--- src/rtl/pipeline_hazard_ctrl.sv ---
`default_nettype none
// ============================================================================
// Module   : pipeline_hazard_ctrl
// Purpose  : Stall/flush sequencer for a 5-stage RV64 pipeline, with a
//            memory-timeout watchdog and saturating performance counters.
// Revision : 1.0 - initial release
// ============================================================================
module pipeline_hazard_ctrl #(
    parameter int MEM_TIMEOUT = 16,
    parameter int CNT_W       = 32
) (
    input  logic             clk,
    input  logic             reset,
    input  logic [4:0]       id_rs1,
    input  logic [4:0]       id_rs2,
    input  logic             id_uses_rs1,
    input  logic             id_uses_rs2,
    input  logic             ex_mem_read,
    input  logic [4:0]       ex_rd,
    input  logic             mem_branch,
    input  logic             mem_z_flag,
    input  logic             dmem_req,
    input  logic             dmem_ready,
    output logic             pc_write_en,
    output logic             if_id_write_en,
    output logic             id_ex_write_en,
    output logic             ex_mem_write_en,
    output logic             if_id_flush,
    output logic             id_ex_flush,
    output logic             ex_mem_flush,
    output logic             mem_wb_flush,
    output logic             pc_src,
    output logic             halted,
    output logic [CNT_W-1:0] stall_count,
    output logic [CNT_W-1:0] flush_count
);

    localparam int WAIT_W = (MEM_TIMEOUT > 1) ? $clog2(MEM_TIMEOUT) : 1;

    localparam logic [0:0]        c_ST_RUN    = 1'b0;
    localparam logic [0:0]        c_ST_ERR    = 1'b1;
    localparam logic [WAIT_W-1:0] c_WAIT_LAST = WAIT_W'(MEM_TIMEOUT - 1);
    localparam logic [CNT_W-1:0]  c_CNT_MAX   = '1;

    logic [0:0]        state_q, state_d;
    logic [WAIT_W-1:0] wait_cnt_q, wait_cnt_d;
    logic [CNT_W-1:0]  stall_cnt_q, stall_cnt_d;
    logic [CNT_W-1:0]  flush_cnt_q, flush_cnt_d;

    logic w_run;
    logic w_mem_stall;
    logic w_branch_taken;
    logic w_load_use_raw;
    logic w_load_use;

    assign w_run          = reset & (state_q == c_ST_RUN);
    assign w_mem_stall    = dmem_req & ~dmem_ready;
    assign w_branch_taken = mem_branch & mem_z_flag & ~w_mem_stall;
    assign w_load_use_raw = ex_mem_read & (ex_rd != 5'd0) &
                            ((id_uses_rs1 & (id_rs1 == ex_rd)) |
                             (id_uses_rs2 & (id_rs2 == ex_rd)));
    // A squashed or frozen ID instruction must not also cost a load-use bubble.
    assign w_load_use     = w_load_use_raw & ~w_mem_stall & ~w_branch_taken;

    always_comb begin
        pc_write_en     = 1'b0;
        if_id_write_en  = 1'b0;
        id_ex_write_en  = 1'b0;
        ex_mem_write_en = 1'b0;
        if_id_flush     = 1'b0;
        id_ex_flush     = 1'b0;
        ex_mem_flush    = 1'b0;
        mem_wb_flush    = 1'b0;
        pc_src          = 1'b0;
        halted          = reset & (state_q == c_ST_ERR);
        if (w_run) begin
            pc_write_en     = 1'b1;
            if_id_write_en  = 1'b1;
            id_ex_write_en  = 1'b1;
            ex_mem_write_en = 1'b1;
            if (w_mem_stall) begin
                pc_write_en     = 1'b0;
                if_id_write_en  = 1'b0;
                id_ex_write_en  = 1'b0;
                ex_mem_write_en = 1'b0;
                mem_wb_flush    = 1'b1;
            end else if (w_branch_taken) begin
                pc_src       = 1'b1;
                if_id_flush  = 1'b1;
                id_ex_flush  = 1'b1;
                ex_mem_flush = 1'b1;
            end else if (w_load_use) begin
                pc_write_en    = 1'b0;
                if_id_write_en = 1'b0;
                id_ex_flush    = 1'b1;
            end
        end
    end

    always_comb begin
        state_d     = state_q;
        wait_cnt_d  = wait_cnt_q;
        stall_cnt_d = stall_cnt_q;
        flush_cnt_d = flush_cnt_q;
        if (state_q == c_ST_RUN) begin
            if (w_mem_stall) begin
                if (wait_cnt_q == c_WAIT_LAST) begin
                    state_d = c_ST_ERR;
                end
                wait_cnt_d = wait_cnt_q + 1'b1;
            end else begin
                wait_cnt_d = '0;
            end
            if ((w_mem_stall || w_load_use) && (stall_cnt_q != c_CNT_MAX)) begin
                stall_cnt_d = stall_cnt_q + 1'b1;
            end
            if (w_branch_taken && (flush_cnt_q != c_CNT_MAX)) begin
                flush_cnt_d = flush_cnt_q + 1'b1;
            end
        end
    end

    always_ff @(posedge clk) begin
        if (!reset) begin
            state_q     <= c_ST_RUN;
            wait_cnt_q  <= '0;
            stall_cnt_q <= '0;
            flush_cnt_q <= '0;
        end else begin
            state_q     <= state_d;
            wait_cnt_q  <= wait_cnt_d;
            stall_cnt_q <= stall_cnt_d;
            flush_cnt_q <= flush_cnt_d;
        end
    end

    // Counters read zero while reset is held, even before the first edge.
    assign stall_count = reset ? stall_cnt_q : '0;
    assign flush_count = reset ? flush_cnt_q : '0;

endmodule
`default_nettype wire

--- config.mk ---
export PLATFORM = sky130hd
export DESIGN_NAME = pipeline_hazard_ctrl
export DESIGN_NICKNAME = d
export VERILOG_FILES = /design/src/rtl/pipeline_hazard_ctrl.sv
export SDC_FILE = /design/constraint.sdc
export NUM_CORES = 1
export LEC_CHECK = 0
export BUFFER_PORTS_ARGS = -buffer_cell sky130_fd_sc_hd__buf_2
export CAP_MARGIN = 20
export CORE_UTILIZATION = 50
export DETAILED_ROUTE_END_ITERATION = 8
export PLACE_DENSITY_LB_ADDON = 0.25
export REMOVE_ABC_BUFFERS = 1
export SYNTH_ARGS = -nofsm -noshare
export SYNTH_HDL_FRONTEND = slang
export SYNTH_SLANG_ARGS = --single-unit
--- constraint.sdc ---
create_clock -name clk -period 3.1 [get_ports clk]
set_clock_uncertainty 0.15 [all_clocks]
set_input_delay 0.62 -clock clk [delete_from_list [all_inputs] [get_ports clk]]
set_output_delay 0.62 -clock clk [all_outputs]
set_load 0.05 [all_outputs]
* Yosys cells after proc, flatten, opt, wreduce, memory -nomap -nowiden
Index checks and enable logic that the tools add are counted.
Storage, ports and cells: register bits after elaboration 69, input port bits 24, output and inout bits 74, logic and storage cells 55
Operators by class: add/sub/neg operators 3, eq/ne operators 5, muxes and demuxes 21, bitwise operators 16, reductions and logical operators 6
Operator list (count):
- 32-bit by 1-bit adder with 32-bit output, second input constant | 2
- 32-bit 2-to-1 mux | 2
- 32-bit inequality test, second input constant | 2
- 1-bit 2-to-1 mux | 18
- 1-bit bitwise AND | 11
- 5-bit == test | 2
- 5-bit nonzero test | 1
- 4-bit by 1-bit adder with 4-bit output, second input constant | 1
- 4-bit == test, second input constant | 1
- 4-bit 2-to-1 mux | 1
- 1-bit inverter | 4
- 2-bit AND reduction | 2
- 1-bit logical AND | 2
- 1-bit logical OR | 1
- 1-bit bitwise OR | 1

* Depth between registers and ports, before layout
depth in word-level cells 10, depth in mapped cells 8, depth with buffers taken out 7

* Worst setup path after synthesis
No wires, ideal clock.
kind input to output, start point input ex_rd[1], end point output pc_write_en, arrival time 2.584 ns, slack -0.254 ns, cell stages on the path 5, cell sequence or4_1 o211ai_1 a21oi_1 a21oi_1 buf_4
On the way: longest elaborated chain between the ends 10
RTL lines:
- start, declared | RTL line 19 | input logic [4:0] ex_rd,
- 5-bit == test (on tied branches) | RTL line 60, 61
- 1-bit bitwise AND (on tied branches) | RTL line 60, 61
- 1-bit bitwise OR | RTL line 60 | ((id_uses_rs1 & (id_rs1 == ex_rd)) |
- 1-bit bitwise AND (*) | RTL line 59 | assign w_load_use_raw = ex_mem_read & (ex_rd != 5'd0) &
- 1-bit bitwise AND (*) (2 in series) | RTL line 63 | assign w_load_use = w_load_use_raw & ~w_mem_stall & ~w_branch_taken;
- 1-bit 2-to-1 mux (*) (4 in series)
- end, declared | RTL line 24 | output logic pc_write_en,
Every way passes the cells marked *; elsewhere a longest branch is shown, timed or not.

* Worst setup path after layout
start point input ex_rd[1], end point output if_id_write_en
On the way: longest elaborated chain between the ends 10
RTL lines:
- 5-bit == test (on tied branches) | RTL line 60, 61
- 1-bit bitwise AND (on tied branches) | RTL line 60, 61
- 1-bit bitwise OR | RTL line 60
- 1-bit bitwise AND (*) | RTL line 59
- 1-bit bitwise AND (*) (2 in series) | RTL line 63
- 1-bit 2-to-1 mux (*) | RTL line 92 | end else if (w_load_use) begin
- 1-bit 2-to-1 mux (*) | RTL line 87 | end else if (w_branch_taken) begin
- 1-bit 2-to-1 mux (*) | RTL line 81 | if (w_mem_stall) begin
- 1-bit 2-to-1 mux (*) | RTL line 76 | if (w_run) begin
- end, declared | RTL line 25 | output logic if_id_write_en,
Marks and branches as above.

==> results.cfg <==
[global_routing]
grt_pass1_vias = 3591
overflow = 0
grt_pass1_wl_um = 16000
grt_max_degree = 46
grt_usage_pct = 23.4
antenna_found_initial = 0

[placed_design]
io_buffer_count = 97
gp_congestion = 0.805
dp_hpwl_um = 6730
numPlacedInstances = 683

[die]
ioPinCount = 98
core_um2 = 7690
die_w_um = 91.0
die_area_um2 = 8280
start_util_pct = 51.5
die_height_um = 91.0
fp-row-count = 32

[clock_tree]
cts_sinks = 69
cts_tree = done
tritoncts.num_buffers = 9
htree_levels = 3
cts_setup_buffers = 0
cts_root_buf = clkbuf_8
clk_latency_ns = 0.34
cts_resized = 0
cts_max_path_buffers = 2
hold_buffers = 0
path_clk_slew_ns = 0.07

[setup_path]
reg2reg_from = stall_cnt_q[2]
startpoint = ex_rd[1]
r2r_slack_ns = 0.58
path_max_fanout = 3
worst_r2r_path_depth = 6
arrival_ns = 2.07
path_class = in -> out
required_ns = 2.33
r2r_end = stall_cnt_q[31]
worst_setup_path_start_kind = primary input
crit_path_end_kind = output pin
endpoint = if_id_write_en

[drt]
viasPerCell = 5.48
wl_um = 9330
drcViolationCount = 0
ant_nets = 0
wire_per_inst_um = 13.4
drt_iter0_drc = 140
firstDrtPassIters = 4
vias = 3831

[worst_hold_path]
hp-start = stall_cnt_q[27]
min_path_type = reg -> reg

[job]
cap_viol_max_count = 0

[synth]
synth_warnings = 0
synth_top_flop_cell = dfxtp_1
synth.most_common_cell = dfxtp_1
synthArstFlopShare_pct = 0
ys_types = 46
avgSynthCellArea_um2 = 7.86
synth-seq-cells = 69
synthTopCellsByArea = dfxtp_1 (35%), and2_1 (9.3%), nor2_1 (5.4%)
synth_edf_count = 0
syn_area_um2 = 3960
postSynthCellCount = 504
yosys.area.top_type = dfxtp_1
synth_top_area_share_pct = 34.9
ys_seq_area_share_pct = 34.9
synth_common_cells = dfxtp_1 (69), and2_1 (59), nor2_1 (57), nand2_1 (30), a21oi_1 (28)

[cells_and_area]
syn2layout_area_growth_pct = 18.8
nets = 619
layoutNonFillerInstCount = 699
insertedDiodeCount = 0
drive_above_1_share_pct = 24.3

[power]
p_leak_nw = 1.94
peakVddDrop_mv = 0.207
power_density_nw_per_um2 = 373
power_mw = 1.76

[sta]
setup_viol_count_final = 0
finalCriticalPeriod_ns = 2.84
rsz0062_at_grt = false
hold_viol = 0
fin_tns_setup_ns = 0
tightestPinTransition_ns = 0.624
max_freq_ghz = 0.353
fin_crit_sh_pct = 91.5
drv_slew = 0
relSlewSlack_pct = 58.0

[outcome]
status = finished clean
==> metrics by stage <==
step                      hold WS (ns)  util (%)  cell area [um^2]  worst slack [ns]
after floorplan                  0.306         -              3820             -1.89
after global placement           0.321      58.7              4510             0.266
after detailed placement         0.337      58.7              4510             0.252
after CTS                        0.346      61.2              4700             0.238
after global routing             0.367      61.2              4700             0.148
final                            0.343      61.2              4700             0.265
==> cell families after synthesis <==
logic type	share of synthesized area (%)
XOR/XNOR	6.63
AO/OA/AOI/OAI	11.2
buffers and inverters	4.71
AND/OR/NAND/NOR	37.1
multiplexers	4.49
flip-flops	34.9
adder cells (fa/ha/maj)	0.948
==> how the worst min path moves through the flow <==
stage | endpoint | cells after the start
final | stall_cnt_q[27] | 2
after global routing | stall_cnt_q[27] | 2
after CTS | stall_cnt_q[27] | 2
after detailed placement | stall_cnt_q[27] | 2
after global placement | stall_cnt_q[27] | 2
after floorplan | stall_cnt_q[30] | 2
==> report_power, final <==
group          internal, mW  switching [mW]
sequential            0.889         0.00357
combinational        0.0448          0.0965
clock                 0.392           0.331
==> state kept, by name, summed over array words and instances (netlist names) <==
signal	cells
flush_cnt_q	32
stall_cnt_q	32
state_q	1
wait_cnt_q	4
==> layout make-up <==
class	count	area [um^2]
Inverter	13	48.8
Multi-Input combinational cell	392	2390
Timing Repair Buffer	107	561
Tap cell	102	128
Sequential cell	69	1380
Clock inverter	4	47.5
Fill cell	731	2980
Clock buffer	12	145
==> layout by cell type, fill, tap and decap left out, types with 2 or more instances in the layout <==
cell / synthesis / layout
a21oi_1: 28 / 28
a31oi_1: 2 / 2
and2_1: 59 / 59
and3_1: 8 / 8
and4_1: 2 / 2
buf_2: 2 / 97
buf_4: 4 / 10
clkbuf_1: 18 / 2
clkbuf_8: 0 / 10
clkinv_2: 0 / 2
dfxtp_1: 69 / 69
ha_1: 3 / 3
inv_1: 12 / 12
mux2_2: 14 / 14
mux2i_1: 2 / 2
nand2_1: 30 / 30
nand2b_1: 5 / 5
nand3_1: 23 / 23
nand4_1: 21 / 21
nand4_2: 2 / 2
nor2_1: 57 / 57
nor2b_1: 2 / 2
nor3_1: 18 / 18
nor4_1: 6 / 6
o211ai_1: 3 / 3
o21ai_0: 22 / 22
o31ai_1: 9 / 9
o41ai_1: 3 / 3
or2_2: 2 / 2
or3_1: 21 / 21
or4_1: 8 / 8
xnor2_1: 19 / 19
xor2_1: 11 / 11
==> worst max-delay path: stages <==
cell and delay (ns):
buf_2 0.12, or4_1 0.55, o211ai_1 0.25, a21oi_1 0.07, a21oi_1 0.17, buf_2 0.28
==> metal layers <==
metal  part of all wire, %  global-route usage [%]  wire length [um]
met3                   5.3                    4.19               499
met1                    45                    27.8              4190
met5                     0                       0                 0
met2                    49                    42.4              4530
met4                   1.2                    7.80               108
Note: power is estimated with default switching activity, not from simulation.
